**src/rtl/neuron_pkg.sv**
```systemverilog
// Shared definitions for the bit-serial neuron datapath: log2 helper and feeder state encoding.
package neuron_pkg;

    // Ceiling log2; log2(1) = 0. Identical helper to the one the core uses.
    function automatic int unsigned log2(input int unsigned v);
        int unsigned r;
        r = 0;
        for (int i = 0; i < 32; i++) begin
            if ((32'd1 << i) < v) r = i + 1;
        end
        return r;
    endfunction

    typedef enum logic [1:0] {
        ST_IDLE  = 2'd0,
        ST_SHIFT = 2'd1,
        ST_EXT   = 2'd2
    } feeder_state_t;

endpackage

```
**src/rtl/serial_sext_shifter.sv**
```systemverilog
// Loadable arithmetic right shifter; emits its word LSB-first, then the sign bit indefinitely.
module serial_sext_shifter #(
    parameter int unsigned width = 8
) (
    input  logic             clk,
    input  logic             rst,
    input  logic             load,
    input  logic [width-1:0] d,
    output logic             q
);

    logic [width-1:0] sh;

    always_ff @(posedge clk or negedge rst) begin
        if (!rst) begin
            sh <= '0;
        end else if (load) begin
            sh <= d;
        end else begin
            sh <= width'($signed(sh) >>> 1);
        end
    end

    assign q = sh[0];

endmodule

```
**src/rtl/serial_neuron_feeder.sv**
```systemverilog
// Frame skid buffer plus parallel-to-serial launcher feeding the bit-serial neuron core.
module serial_neuron_feeder
    import neuron_pkg::*;
#(
    parameter int unsigned N         = 2,
    parameter int unsigned width     = 8,
    parameter int unsigned cnt_width = log2(width) + 1
) (
    input  logic               clk,
    input  logic               rst,
    input  logic               in_valid,
    output logic               in_ready,
    input  logic [N*width-1:0] in_data,
    input  logic [N*width-1:0] w_data,
    input  logic               abort,
    input  logic               core_rdy,
    output logic [N-1:0]       inp,
    output logic [N-1:0]       w,
    output logic               start,
    output logic               busy
);

    feeder_state_t        state, state_n;
    logic [cnt_width-1:0] cnt, cnt_n;
    logic                 buf_valid, buf_valid_n;
    logic [N*width-1:0]   buf_in, buf_w;
    logic                 start_n, busy_n;
    logic                 accept_c, launch_c, sh_load_c, sh_zero_c;

    assign in_ready = ~buf_valid;
    assign accept_c = in_valid & ~buf_valid & ~abort;

    // Buffer payload; only written on a handshake.
    always_ff @(posedge clk or negedge rst) begin
        if (!rst) begin
            buf_in <= '0;
            buf_w  <= '0;
        end else if (accept_c) begin
            buf_in <= in_data;
            buf_w  <= w_data;
        end
    end

    always_ff @(posedge clk or negedge rst) begin
        if (!rst) begin
            state     <= ST_IDLE;
            cnt       <= '0;
            buf_valid <= 1'b0;
            start     <= 1'b0;
            busy      <= 1'b0;
        end else begin
            state     <= state_n;
            cnt       <= cnt_n;
            buf_valid <= buf_valid_n;
            start     <= start_n;
            busy      <= busy_n;
        end
    end

    // Next state; a handshake sets buf_valid after any launch clear so the new frame survives.
    always_comb begin
        state_n     = state;
        cnt_n       = cnt;
        buf_valid_n = buf_valid;
        start_n     = 1'b0;
        busy_n      = busy;
        launch_c    = 1'b0;
        sh_load_c   = 1'b0;
        sh_zero_c   = 1'b0;

        if (abort) begin
            state_n     = ST_IDLE;
            cnt_n       = '0;
            buf_valid_n = 1'b0;
            busy_n      = 1'b0;
            sh_load_c   = 1'b1;
            sh_zero_c   = 1'b1;
        end else begin
            case (state)
                ST_IDLE: begin
                    if (buf_valid) launch_c = 1'b1;
                end
                ST_SHIFT: begin
                    cnt_n = cnt + cnt_width'(1);
                    if (cnt == cnt_width'(width - 1)) state_n = ST_EXT;
                end
                ST_EXT: begin
                    if (core_rdy) begin
                        if (buf_valid) begin
                            launch_c = 1'b1;
                        end else begin
                            state_n   = ST_IDLE;
                            busy_n    = 1'b0;
                            sh_load_c = 1'b1;
                            sh_zero_c = 1'b1;
                        end
                    end
                end
                default: begin
                    state_n = ST_IDLE;
                    busy_n  = 1'b0;
                end
            endcase

            if (launch_c) begin
                state_n     = ST_SHIFT;
                cnt_n       = '0;
                buf_valid_n = 1'b0;
                start_n     = 1'b1;
                busy_n      = 1'b1;
                sh_load_c   = 1'b1;
            end
            if (accept_c) buf_valid_n = 1'b1;
        end
    end

    // Loading zeros parks the shifters so inp/w read 0 while idle.
    for (genvar i = 0; i < N; i++) begin : g_lane
        serial_sext_shifter #(.width(width)) u_inp_sh (
            .clk  (clk),
            .rst  (rst),
            .load (sh_load_c),
            .d    (sh_zero_c ? '0 : buf_in[i*width +: width]),
            .q    (inp[i])
        );
        serial_sext_shifter #(.width(width)) u_w_sh (
            .clk  (clk),
            .rst  (rst),
            .load (sh_load_c),
            .d    (sh_zero_c ? '0 : buf_w[i*width +: width]),
            .q    (w[i])
        );
    end

endmodule

```
**config.mk**
```make
export PLATFORM = sky130hd
export DESIGN_NAME = serial_neuron_feeder
export DESIGN_NICKNAME = d
export VERILOG_FILES = /design/src/rtl/neuron_pkg.sv /design/src/rtl/serial_sext_shifter.sv /design/src/rtl/serial_neuron_feeder.sv
export SDC_FILE = /design/constraint.sdc
export NUM_CORES = 1
export LEC_CHECK = 0
export BUFFER_PORTS_ARGS = -buffer_cell sky130_fd_sc_hd__buf_2
export CORE_ASPECT_RATIO = 0.6
export CORE_MARGIN = 1.5
export CORE_UTILIZATION = 47
export DETAILED_ROUTE_END_ITERATION = 8
export PLACE_DENSITY = 0.68
export SETUP_SLACK_MARGIN = 0.4
export SYNTH_ARGS = -nofsm -noshare
export SYNTH_HDL_FRONTEND = slang
export SYNTH_SLANG_ARGS = --single-unit
```
**constraint.sdc**
```tcl
create_clock -name clk -period 2.6 [get_ports clk]
set_input_delay 0.52 -clock clk [delete_from_list [all_inputs] [get_ports clk]]
set_output_delay 0.52 -clock clk [all_outputs]
set_load 0.005 [all_outputs]
```
==> results list <==
- The clock passes through at most 2 buffers.
* Post-Syn Area per Cell: 15.5 µm²
* Antenna violations before repair: 0
* Async set-reset flop share out of synthesis: 100%
* Origin of the worst setup path: state[0]
- Final antenna diode count: 0
- Setup repair after global routing left no endpoint under its margin.
- Across all register-to-register paths, the minimum setup slack is between 0.9 and 1 ns.
* Period minus WS final: approximately 1.7 ns
- Of the cells placed in the final design, the portion with a size suffix greater than 1 is 43.6%.
- Type of element launching the critical path: flip-flop
- The pre-antenna-repair detailed-routing pass consisted of 4 iterations.
* Final weighted congestion in routability-driven placement: 0.744
- The worst setup path is captured at a flip-flop.
* Net Sw Frac: 22.9%
- The detail route stage leaves a number of antenna-violating nets equal to 0.
- The die is approximately 64 µm tall.
* Largest net degree at the start of global routing: 46
- DR WL/cell: 14.7 µm
* Cts bufs inserted: 9
- For this run, the post-layout net count is 269.
* Critical path start-end classification: flip-flop to flip-flop
- Core Area: 5730 µm²
- After filler insertion, the fill cell instance count of the layout stands at between 400 and 500.
* Post-Place Worst Slack: a little under 0.8 ns
- Synthesis instantiated 30 different standard cells from the library.
- The first global-routing pass estimated 7.91 mm of wire.
- End of the critical path: g_lane[0].u_w_sh.sh[2]
- Counting every net in the synthesized netlist gives 224.
- In the synthesized netlist the dominant register cell turns out to be sky130_fd_sc_hd__dfrtp_1.
* Number of warnings issued by yosys: 0
- At the worst endpoint, the arrival time is 1.93 ns.
- Max-slew violation count: 0
- Result of the run: complete, no violations
- The wire-length estimate of the detail-placed layout is 3.00 mm.
- The number of global-route vias before repair was 1569.
* Total area of multi-input combinational cells: 895 µm²
- TritonCTS built the clock tree.
- Of all nets on the critical path, the largest fanout is 12.
- Across the VDD grid, the largest voltage drop is 342 µV.
- Power spread over the standard cell area amounts to 814 nW/µm².
- Number of buffers added for setup after CTS: 0
* Source-to-sink clock delay at the later pin of the worst-skew pair: 0.34 ns
- Setup TNS: 0 ns
- Switching Power: 0.622 mW
- Reg2reg start: state[0]
- Clock power share: 36.3%
* Endpoint of the lowest-slack register-to-register path: g_lane[0].u_w_sh.sh[2]
- Cell area after synthesis: 2880 µm²
- Row generation in the floorplan step produced 21 rows.
- After detailed routing, the number of vias per cell comes to 5.09.
- PostCTS Resize Cnt: 0
* Number of setup violations in the final report: 0
- Clock skew on the completed layout was measured at 0.00778 ns.
- Synthesis handed over a netlist of around 190 instances.
* Total of hold buffers inserted after clock tree synthesis: 0
- The final number of hold-violating endpoints was 0.
- In this run the clock root is driven by a sky130_fd_sc_hd__clkbuf_8.
- Once routing completed, OpenROAD measured the worst setup slack at 0.941 ns.
- Critical Path Slowest Stage Cell: sky130_fd_sc_hd__dfrtp_1
- Number of flip-flops and latches in the synthesized netlist: 73
- Area of all sequential standard cells: 1830 µm²
- Routed vias: 1608
- Worst reg-to-reg path cell count: 4
- Number of levels in the clock H-tree: 3
- The largest single stage delay on the critical path is around 0.45 ns.
- The signal on the critical path passes through nand2b_2 > nor3_4 > buf_4 > a22o_1.
- Global-route total usage across every layer: 15.7%
- During I/O placement, the number of pins put on the boundary was 44.
- Commonest non-fill, non-tap cells in the layout: sky130_fd_sc_hd__dfrtp_1, sky130_fd_sc_hd__buf_2, sky130_fd_sc_hd__a22o_1, sky130_fd_sc_hd__mux2_2, sky130_fd_sc_hd__clkbuf_8
- Summed over all layers, the global routing overflow is 0.
* Chip Width: 104 µm
- Final WL: between 4 and 5 mm
* Fraction of the yosys area taken by sequential cells: between 60% and 70%
- Slew of the pin with the lowest slew margin: 0.575 ns
- The path class of the tightest hold or removal check is input port to asynchronous set/reset pin.
- Post-synthesis to final-layout area growth: 15.8%
* Leak Pwr: 1.59 nW
- Rel. slew slack: 61.6%
- Endpoint required time on the critical path: 2.87 ns
- Area enclosed by the die boundary: 6610 µm²
- Post-route clock period utilization: 63.8%
- Fraction of power consumed by sequential logic: 51.5%
- Most common cell after layout, fill and taps aside: sky130_fd_sc_hd__dfrtp_1
* Post-synth EDFFs: 0
- Portion of total power attributed to combinational logic: 12.3%
- After the first detailed-routing iteration, the DRC count stood at 21.
- Starting density of the core: 50.2%
- During placement, the flow inserted port buffers numbering between 40 and 50.
* Design internal power: 2.09 mW
- Max Cap Viol: 0
- Based on the critical path, the design can be clocked at up to around 600 MHz.
- Sink count of the clock tree: 73
- Clock transition at the registers of the reported paths: 0.08 ns
- Number of DRC violations after detailed routing: 0
[logic make-up (layout without fill, tap and decap cells)]
group | count (synthesis) | count (layout) | synth area share [%]
AO/OA/AOI/OAI | 40 | 40 | 12.0
flip-flops | 73 | 73 | 63.5
adder cells (fa/ha/maj) | 1 | 1 | 0.435
buffers and inverters | 17 | 67 | 5.35
AND/OR/NAND/NOR | 18 | 18 | 4.35
multiplexers | 35 | 35 | 13.8
XOR/XNOR | 2 | 2 | 0.609
[per-layer routing]
layer  global-route usage (%)  part of all wire (%)
met2                     21.4                    42
met3                     5.07                   4.0
met5                        0                     0
met4                     6.25                   1.2
met1                     23.1                    53
[how the worst min path moves through the flow]
stage	startpoint	end	slack, ns
final	rst	cnt[0]	0.17
after CTS	rst	cnt[0]	0.20
after detailed placement	g_lane[0].u_inp_sh.sh[6]	g_lane[0].u_inp_sh.sh[5]	0.46
after global placement	g_lane[1].u_w_sh.sh[2]	g_lane[1].u_w_sh.sh[1]	0.45
after floorplan	rst	buf_in[0]	0.22
after global routing	rst	state[1]	0.21
[stage by stage]
stage | cells | hold slack (ns) | total power [mW] | instance area, µm² | util [%]
6_report | 316 | 0.172 | 2.71 | 3330 | 58.1
4_1_cts | 316 | 0.196 | 2.74 | 3330 | 58.1
2_1_floorplan | 186 | 0.224 | 1.66 | 2880 | -
3_3_place_gp | 300 | 0.453 | 1.74 | 3100 | 54.1
5_1_grt | 316 | 0.206 | 2.86 | 3330 | 58.1
3_5_place_dp | 300 | 0.458 | 1.76 | 3100 | 54.1
[registers in the layout (all words and copies together) (netlist names)]
name / cells
cnt: 4
state: 2
start: 1
buf_valid: 1
busy: 1
buf_in: 16
g_lane.u_w_sh.sh: 16
buf_w: 16
g_lane.u_inp_sh.sh: 16
[Yosys cell counts (2+ instances only)]
library cell	count	share of area [%]
sky130_fd_sc_hd__inv_1	3	0.39
sky130_fd_sc_hd__a22o_1	32	9.7
sky130_fd_sc_hd__dfrtp_1	73	64
sky130_fd_sc_hd__mux2_2	32	13
sky130_fd_sc_hd__o21bai_1	2	0.52
sky130_fd_sc_hd__buf_6	10	3.9
sky130_fd_sc_hd__nor2_1	6	0.78
sky130_fd_sc_hd__mux2i_1	2	0.70
sky130_fd_sc_hd__a21oi_1	2	0.35
sky130_fd_sc_hd__buf_4	4	1.0
[power groups by stage]
stage	Combinational (mW)	Sequential [mW]	Clock, mW
global placement	0.327	1.41	0
detailed placement	0.338	1.42	0
CTS	0.340	1.40	1.01
floorplan	0.264	1.39	0
finish	0.332	1.40	0.983
global route	0.369	1.42	1.07
[critical path: cells and delay by family (launching register included)]
| kind | cells | cell delay, ns |
|---|---|---|
| AOI/OAI and AO/OA | 1 | 0.17 |
| buffers and inverters | 1 | 0.27 |
| DFF | 1 | 0.45 |
| and+or+nand+nor | 2 | 0.70 |
[layout make-up]
class | count | area share, %
clock buffer | 11 | 4.55
clock inverter | 5 | 2.33
inverter | 3 | 0.338
multi-input combinational | 96 | 26.9
sequential | 73 | 54.9
tap | 80 | 3.01
timing repair buffer | 48 | 8.04
Power figures use the tool's default switching activity.
